$ cat config.mk
export PLATFORM = sky130hd
export DESIGN_NAME = reset_sequencer
export DESIGN_NICKNAME = d
export VERILOG_FILES = /design/src/rtl/reset_sequencer.sv
export SDC_FILE = /design/constraint.sdc
export NUM_CORES = 1
export LEC_CHECK = 0
export BUFFER_PORTS_ARGS = -buffer_cell sky130_fd_sc_hd__buf_2
export CAP_MARGIN = 30
export CORE_ASPECT_RATIO = 1.25
export CORE_MARGIN = 10
export CORE_UTILIZATION = 57
export CTS_CLUSTER_DIAMETER = 150
export DETAILED_ROUTE_END_ITERATION = 8
export PLACE_DENSITY = 0.84
export SYNTH_ARGS = -nofsm -noshare
export SYNTH_HDL_FRONTEND = slang
export SYNTH_SLANG_ARGS = --single-unit
$ cat constraint.sdc
create_clock -name CLK_I -period 2.25 [get_ports CLK_I]
set_input_delay 0.225 -clock CLK_I [delete_from_list [all_inputs] [get_ports CLK_I]]
set_output_delay 0.225 -clock CLK_I [all_outputs]
set_load 0.005 [all_outputs]
$ cat src/rtl/reset_sequencer.sv
// Ordered per-domain reset release: hold, then release one domain per ready ack.
// Optional ready timeout with ERR_O when RESET_SEQ_TIMEOUT_EN is defined.
`timescale 1ns/1ps
module reset_sequencer #(
  parameter int OUTPUTS     = 4,
  parameter int HOLD_CYC    = 8,
  parameter int GAP_CYC     = 4,
  parameter int TIMEOUT_CYC = 1024
) (
  input  logic               CLK_I,
  input  logic               ARESETN_I,
  input  logic               SW_RST_I,
  input  logic [OUTPUTS-1:0] READY_I,
  output logic [OUTPUTS-1:0] RESETN_O,
  output logic               DONE_O,
  output logic               ERR_O
);

  localparam int MAX_HG =
    (HOLD_CYC > GAP_CYC) ? HOLD_CYC : GAP_CYC;
  localparam int MAX_C =
    (MAX_HG > TIMEOUT_CYC) ? MAX_HG : TIMEOUT_CYC;
  localparam int CW = $clog2(MAX_C + 1);
  localparam int SW =
    (OUTPUTS > 1) ? $clog2(OUTPUTS) : 1;

  typedef enum logic [2:0] {
    S_HOLD,
    S_WAIT,
    S_GAP,
    S_DONE
`ifdef RESET_SEQ_TIMEOUT_EN
    , S_ERROR
`endif
  } state_t;

  state_t             state_q, state_n;
  logic [CW-1:0]      cnt_q, cnt_n;
  logic [SW-1:0]      stage_q, stage_n;
  logic [SW-1:0]      stage_nx;
  logic [OUTPUTS-1:0] resetn_q, resetn_n;
  logic               done_q, done_n;
  logic               ready_k;
  logic               last;

  assign ready_k  = READY_I[stage_q];
  assign last     = (stage_q == SW'(OUTPUTS - 1));
  assign stage_nx = stage_q + 1'b1;

`ifdef RESET_SEQ_TIMEOUT_EN
  logic err_q, err_n;
`endif

  always_ff @(posedge CLK_I or negedge ARESETN_I) begin
    if (!ARESETN_I) begin
      state_q  <= S_HOLD;
      cnt_q    <= '0;
      stage_q  <= '0;
      resetn_q <= '0;
      done_q   <= 1'b0;
`ifdef RESET_SEQ_TIMEOUT_EN
      err_q    <= 1'b0;
`endif
    end else begin
      state_q  <= state_n;
      cnt_q    <= cnt_n;
      stage_q  <= stage_n;
      resetn_q <= resetn_n;
      done_q   <= done_n;
`ifdef RESET_SEQ_TIMEOUT_EN
      err_q    <= err_n;
`endif
    end
  end

  always_comb begin
    state_n  = state_q;
    cnt_n    = cnt_q;
    stage_n  = stage_q;
    resetn_n = resetn_q;
    done_n   = done_q;
`ifdef RESET_SEQ_TIMEOUT_EN
    err_n    = err_q;
`endif
    if (SW_RST_I) begin
      state_n  = S_HOLD;
      cnt_n    = '0;
      stage_n  = '0;
      resetn_n = '0;
      done_n   = 1'b0;
`ifdef RESET_SEQ_TIMEOUT_EN
      err_n    = 1'b0;
`endif
    end else begin
      unique case (state_q)
        S_HOLD: begin
          if (cnt_q == CW'(HOLD_CYC - 1)) begin
            resetn_n = resetn_q | OUTPUTS'(1);
            cnt_n    = '0;
            state_n  = S_WAIT;
          end else begin
            cnt_n = cnt_q + 1'b1;
          end
        end
        S_WAIT: begin
          if (ready_k) begin
            if (last) begin
              done_n  = 1'b1;
              state_n = S_DONE;
            end else begin
              cnt_n   = '0;
              state_n = S_GAP;
            end
          end
`ifdef RESET_SEQ_TIMEOUT_EN
          else if (cnt_q == CW'(TIMEOUT_CYC)) begin
            err_n   = 1'b1;
            state_n = S_ERROR;
          end else begin
            cnt_n = cnt_q + 1'b1;
          end
`endif
        end
        S_GAP: begin
          if (cnt_q == CW'(GAP_CYC - 1)) begin
            resetn_n = resetn_q
                     | (OUTPUTS'(1) << stage_nx);
            stage_n  = stage_nx;
            cnt_n    = '0;
            state_n  = S_WAIT;
          end else begin
            cnt_n = cnt_q + 1'b1;
          end
        end
        S_DONE: begin
          state_n = S_DONE;
        end
`ifdef RESET_SEQ_TIMEOUT_EN
        S_ERROR: begin
          state_n = S_ERROR;
        end
`endif
        default: begin
          state_n = S_HOLD;
        end
      endcase
    end
  end

  assign RESETN_O = resetn_q;
  assign DONE_O   = done_q;
`ifdef RESET_SEQ_TIMEOUT_EN
  assign ERR_O    = err_q;
`else
  assign ERR_O    = 1'b0;
`endif

endmodule

# --- Word level (Yosys, flattened, before mapping) ---
# Index checks and enable logic that the tools add are counted.
word_totals:
  output_inout_bits: 6
  elab_cells: 61
  in_bits: 7
  register_bits: 21
classes:
  n_shift: 1
  bitwise: 1
  n_addsub: 2
  n_lt_le_gt_ge: 1
  n_reduce_logical: 14
  eq_ne: 11
  mux: 25
op_table:
  columns: ["operator", "count"]
  rows:
  - ["$mux W11", 5]
  - ["$pmux W11 S3", 1]
  - ["$reduce_and A3 Y1", 5]
  - ["$mux W3", 4]
  - ["$ne A3 B3 Y1 const B", 4]
  - ["$pmux W3 S4", 1]
  - ["$add A11 B1 Y11 const B", 1]
  - ["$eq A11 B2 Y1 const B", 1]
  - ["$eq A11 B3 Y1 const B", 1]
  - ["$reduce_bool A2 Y1", 5]
  - ["$mux W4", 2]
  - ["$pmux W4 S2", 1]
  - ["$mux W1", 7]
  - ["$eq A3 B2 Y1 const B", 2]
  - ["$mux W2", 3]
  - ["$or A4 B4 Y4", 1]
  - ["$reduce_bool A4 Y1", 1]
  - ["$shl A1 B2 Y4 const A", 1]
  - ["$eq A3 B1 Y1 const B", 1]
  - ["$logic_not A3 Y1", 1]
  - ["$lt A2 B3 Y1 const B", 1]
  - ["$reduce_bool A3 Y1", 1]
  - ["$add A2 B1 Y2 const B", 1]
  - ["$bmux W1 S2", 1]
  - ["3 further kinds", 3]

# --- Depth between registers and ports, before layout ---
# Gate-level depths: netlist of the first run.
depth:
  depth_word: 6
  mapped_depth: 9
  ltp_nobuf: 7

# --- Worst setup path before layout of the first run ---
# No wires, ideal clock.
synth_timing:
  path_kind: "flip-flop to flip-flop"
  start: "register stage_q[1]"
  end: "register cnt_q[9]"
  arrival_ps: 1943
  t_required_ps: 2177
  synth_period_minus_slack_ps: 2016
  n_path_buf: 1
  setup_slack_ps: 234
  path_stages_with_launch: 8
  setup_time_ps: 73
  cell_sequence: "dfrtp_1 > ha_1 > and2b_1 > a221oi_2 > or2_1 > buf_6 > or4_4 > a21oi_2"
synth_via:
  elab_chain_cells: 4
  word_cells_on_any_way: 6
  classes_between: "3 x eq/ne; 2 x mux; 1 x reduce/logical"
synth_lines:
  columns: ["item", "line", "source"]
  rows:
  - ["from (decl)", "39", "logic [SW-1:0] stage_q, stage_n;"]
  - ["from (signal assigned)", "67", "stage_q <= stage_n;"]
  - ["$bmux W1 S2", "46", "assign ready_k = READY_I[stage_q];"]
  - ["$mux W1 (implied by the code)", "46", null]
  - ["$ne A3 B3 Y1 (no line)", null, null]
  - ["$reduce_and A3 Y1 (no line) *", null, null]
  - ["to (signal assigned)", "66", "cnt_q <= cnt_n;"]
  - ["to (decl)", "38", "logic [CW-1:0] cnt_q, cnt_n;"]
# Every way passes the cells marked *; elsewhere a longest branch is shown, timed or not. The select of a mux whose other input is x is not followed.
# A chain may end at the register's enable or synchronous reset.

# --- Final worst setup path of the first run ---
# Ends and elaborated chain as after synthesis.

==> metrics.txt, run 1 <==
Pwr per Cell Area=between 700 and 800 nW/um^2; Net Count, Synth=142; Distinct cells, synth=45; global route overflow=0; port bufs=11; gpl congestion=around 0.87; antenna cell count=0; fin area=approximately 1400 um^2; Crit. End Element=register; RSZ-0062 raised after global routing=false; Final Cycle Share=91.8%; setup total negative slack=0 ns; Post-synth EDFFs=0; ys async rst share=100%; Total Routing Usage GR=approximately 13%; WP data required=2.49 ns; area grow syn2layout=9.38%; I/O pin count=13; Final Core Density=67.7%; maximum root-to-sink buffer count=2; Final Hold Vio Count=0; met2 wire len=between 1000 and 1500 um; crit path cell chain=ha_1, and2b_1, a221oi_2, or2_4, or4_4, a21oi_2; CP Max Fanout=8; Seq/Total Area, Yosys=between 30 and 40%; skew final=roughly 0.0018 ns; clk sinks=20; hold slack=between 0.2 and 0.3 ns; status=complete, no violations; cell family with the largest share of critical-path delay=simple AND/OR/NAND/NOR gates; delay of the slowest cell on the worst path=between 0.5 and 0.6 ns; min Tclk post-route=around 2.1 ns; mean post-synth cell area=10.0 um^2; ys flop type=dfrtp_1; Crit Path Class=register to register; first-pass GRT wire length=4500 um; Ys Warns=0; VDD IR max=627 uV; Bufs and invs on worst path=0; Die Width=61.9 um; die height=between 70 and 80 um; final-stage net count=around 160; metal3 WL=~92 um; Post-DP HPWL=slightly below 2000 um; vias=around 1000; setup bufs post-CTS=0; pin count of the biggest net entering global routing=21; CTS H-Tree Depth=1; CP arrival=between 2 and 2.5 ns; Post-Synthesis Cells=approximately 130; TritonCTS clock tree=yes; Slew HR=between 50% and 60%; DR vias/cell=6.19; pre-CTS WS=between 0.15 and 0.2 ns; number of synthesized register bits=20; vias in the first global route=1005; die area=4490 um^2; CTS root buffer=clkbuf_4; share of post-route cells with drive strength above 1=18.6%; M1 WL=between 1000 and 1500 um; Avg WL per Cell=15.9 um; startpoint types=register; drt first pass iters=4; TritonCTS buffer count=3; final worst slack=0.185 ns; DR iter-0 viols=29; Max Cap Viol=0; antenna-violating nets left=0; CORE AREA=2030 um^2; Max Fclk=a little under 0.5 GHz; slowest stage cell on the critical path=or4_4; # setup viols final=0; placed cell area=about 1300 um^2; Hold Crit Class=primary input to register; Worst-Margin Slew=slightly above 0.6 ns; Highest Signal Layer=met4; drt total wl=~2600 um; static leakage=0.654 nW; Mapped Area=1250 um^2; Slew Limit Fails=0; clk_lat worst skew=0.30 ns; initial antenna violation count=0; Initial Utilization=61.9%; num rows=18; # DRC=0; Worst-path clk slew=~0.1 ns
through the flow:
stage / power (mW) / instances
floorplan: 0.779 / 125
global placement: 0.862 / 156
detailed placement: 0.879 / 156
CTS: 1.05 / 160
global route: 1.13 / 160
finish: 1.05 / 160
layout by cell type, fill, tap and decap left out, types with 3 or more instances in the layout:
cell type | synthesis | layout
buf_4 | 1 | 4
inv_1 | 6 | 6
clkbuf_4 | 0 | 3
mux2i_1 | 5 | 5
nor3_1 | 4 | 4
buf_2 | 1 | 11
xnor2_1 | 5 | 5
nor2_1 | 18 | 18
a22o_1 | 3 | 3
ha_1 | 10 | 10
a21oi_1 | 7 | 7
dfrtp_1 | 20 | 20
nor4_1 | 3 | 3
per-layer routing:
| metal | up-vias | GRT usage, % |
|---|---|---|
| li1 | 479 | - |
| met1 | 491 | 14.3 |
| met2 | 16 | 22.9 |
| met3 | 5 | 2.44 |
| met4 | 0 | 4.48 |
| met5 | - | 0 |
synth_stat cells, types with 3 or more instances:
cell type	count	area, um^2
nor4_1	3	18.8
mux2i_1	5	50.1
a21oi_1	7	35.0
dfrtp_1	20	500
a22o_1	3	26.3
xnor2_1	5	43.8
nor2_1	18	67.6
inv_1	6	22.5
nor3_1	4	20.0
ha_1	10	125
cells by family after synthesis:
kind of cell | share of synthesized area [%]
AO/OA/AOI/OAI | 15.1
XOR/XNOR | 4.19
adder cells (fa/ha/maj) | 9.98
buffers and inverters | 3.99
flip-flops | 39.9
multiplexers | 7.29
other | 0.299
AND/OR/NAND/NOR | 19.3
path summary, 6_finish.rpt:
path | from | to | slack, ns | cells past startpoint
max in group asynchronous | ARESETN_I | DONE_O | 1.55 | 2
worst max-delay path | stage_q[1] | cnt_q[9] | 0.18 | 6
worst min-delay path | SW_RST_I | RESETN_O[2] | 0.26 | 2
worst min register to register | RESETN_O[1] | RESETN_O[1] | 0.51 | 2
min in group asynchronous | ARESETN_I | state_q[1] | 0.39 | 2
worst max register to register | stage_q[1] | cnt_q[9] | 0.18 | 6
final cells by class:
cell class,count,area (um^2)
inverters,6,22.5
repair buffers,16,95.1
flip-flops and latches,20,500
multi-input cells,95,706
well taps,20,25.0
clock buffers,3,22.5
fillers,171,656
power by group:
| part | leakage [nW] | total, mW | switching (mW) | internal, mW |
|---|---|---|---|---|
| sequential | 0.274 | 0.445 | 0.0408 | 0.404 |
| clock | 0.0138 | 0.166 | 0.104 | 0.0625 |
| combinational | 0.366 | 0.438 | 0.239 | 0.199 |
| total | 0.654 | 1.05 | 0.384 | 0.666 |
what timing repair did:
| action | CTS | global route |
|---|---|---|
| setup endpoints to repair | 0 | 1 |
| endpoints found under the hold margin | 20 | 0 |
| hold buffers | 1 | 0 |
| resized for setup | 0 | 1 |
registers in the layout (all words and copies together), names as in the netlist:
register and cells:
stage_q 2, DONE_O 1, state_q 2, RESETN_O 4, cnt_q 11
(Power assumes the default switching activity.)
==> run 2: changes to the inputs <==
--- a/config.mk
+++ b/config.mk
@@ -9,10 +9,10 @@
 export CAP_MARGIN = 30
 export CORE_ASPECT_RATIO = 1.25
 export CORE_MARGIN = 10
-export CORE_UTILIZATION = 57
+export CORE_UTILIZATION = 52
 export CTS_CLUSTER_DIAMETER = 150
 export DETAILED_ROUTE_END_ITERATION = 8
-export PLACE_DENSITY = 0.84
+export PLACE_DENSITY = 0.81
 export SYNTH_ARGS = -nofsm -noshare
 export SYNTH_HDL_FRONTEND = slang
 export SYNTH_SLANG_ARGS = --single-unit
==> constraint.sdc (replaced) <==
create_clock -name CLK_I -period 1.7 [get_ports CLK_I]
set_input_delay 0.17 -clock CLK_I [delete_from_list [all_inputs] [get_ports CLK_I]]
set_output_delay 0.17 -clock CLK_I [all_outputs]
set_load 0.005 [all_outputs]
==> metrics.txt, run 2 (synthesis results as in run 1) <==
busiest grt layer=met2; vias=approximately 1200; Final Hold Vio Count=0; final worst slack=-0.203 ns; final-stage net count=~190; status=finished, violations left; hold slack=0.314 ns; met1 Use GR=~15%; Max Fclk=0.526 GHz; num rows=19; # setup viols final=13; startpoint types=register; pre-CTS WS=-0.297 ns; CP Max Fanout=5; Final Cycle Share=112%; setup total negative slack=-1.71 ns; placed cell area=around 1600 um^2; initial antenna violation count=0; failing checks=negative setup slack; drt total wl=between 3000 and 4000 um; met3 Usage GRT=under 10%; Pwr per Cell Area=1130 nW/um^2; final non-filler cell total=slightly above 200; Post-DP HPWL=between 2000 and 2500 um; Initial Utilization=a little under three fifths; CORE AREA=2260 um^2; vias in the first global route=1210; clk sinks=20; Placed Cells=~190; most frequent cells in the layout=38 x buf_4, 17 x dfrtp_1, 15 x nor2_1; area grow syn2layout=46.8%; Avg WL per Cell=18.1 um; Worst-path clk slew=around 0.13 ns; Crit. End Element=register; DR iter-0 viols=54; fin area=between 1500 and 2000 um^2; flip-flop count of the largest register after layout=11; Max Cap Viol=0; skew final=between 0.009 and 0.01 ns; Crit Path Class=register to register; CP arrival=around 2.2 ns; CTS root buffer=clkbuf_4; die height=about 75 um; TritonCTS buffer count=3; met2 usage=28.5%; gpl congestion=about 0.9; port bufs=11; I/O pin count=13; CTS H-Tree Depth=1; clk_lat worst skew=0.33 ns; RSZ-0062 raised after global routing=true; Final Total Pwr=2.08 mW; DR vias/cell=between 5 and 6; antenna-violating nets left=0; VDD IR max=~710 uV; Total Routing Usage GR=around 15%; global route overflow=0; largest reg by FF count=cnt_q; Die Width=between 60 and 70 um; pin count of the biggest net entering global routing=21; static leakage=~0.86 nW; most common cell after layout, fill and taps aside=buf_4; Final Core Density=about four fifths; WP data required=1.97 ns; antenna cell count=0; TritonCTS clock tree=yes; drt first pass iters=5; maximum root-to-sink buffer count=2; Hold Crit Class=primary input to async pin; # DRC=0; share of post-route cells with drive strength above 1=49.1%; Slew Limit Fails=0; die area=approximately 4800 um^2; first-pass GRT wire length=about 5700 um; min Tclk post-route=around 1.9 ns
-- run 2: critical path, cell delays in order (launching register included) --
cell and delay (ns):
dfrtp_2 0.48, ha_4 0.18, and2b_1 0.23, a221oi_2 0.09, or2_4 0.29, or4_4 0.44
a21oi_2 0.14
-- run 2: what timing repair did --
action / in CTS / in global routing
resized for setup: 11 / 19
setup endpoints to repair: 14 / 14
hold endpoints to repair: 20 / 0
hold buffers: 1 / 0
cloned: 0 / 0
pin swaps: 5 / 16
setup buffers: 3 / 4
-- run 2: path summary, 6_finish.rpt --
path	start	endpoint	slack, ns	cells after the start
max in group asynchronous	ARESETN_I	state_q[0]	1.03	2
min in group CLK_I	SW_RST_I	stage_q[0]	0.33	3
worst max register to register	stage_q[1]	cnt_q[9]	-0.20	6
worst max-delay path	stage_q[1]	cnt_q[9]	-0.20	6
worst min register to register	RESETN_O[2]	RESETN_O[2]	0.51	2
worst min-delay path	ARESETN_I	cnt_q[9]	0.31	2
-- run 2: layer usage --
layer  share of wire [%]  routed length [um]
met1                  39                1460
met5                   0                   0
met2                  53                1990
met3                 4.3                 161
met4                 3.4                 125
-- run 2: area by class of cell --
| class | count | area, um^2 |
|---|---|---|
| Sequential cell | 20 | 504 |
| Timing Repair Buffer | 50 | 350 |
| Clock buffer | 3 | 22.5 |
| Multi-Input combinational cell | 95 | 872 |
| Tap cell | 31 | 38.8 |
| Fill cell | 124 | 418 |
| Clock inverter | 1 | 30.0 |
| Inverter | 6 | 22.5 |
-- run 2: where the power goes --
group          switching [mW]  internal [mW]  leakage, nW
Sequential             0.0596          0.538        0.270
Combinational           0.523          0.548        0.558
Clock                   0.171          0.239       0.0279
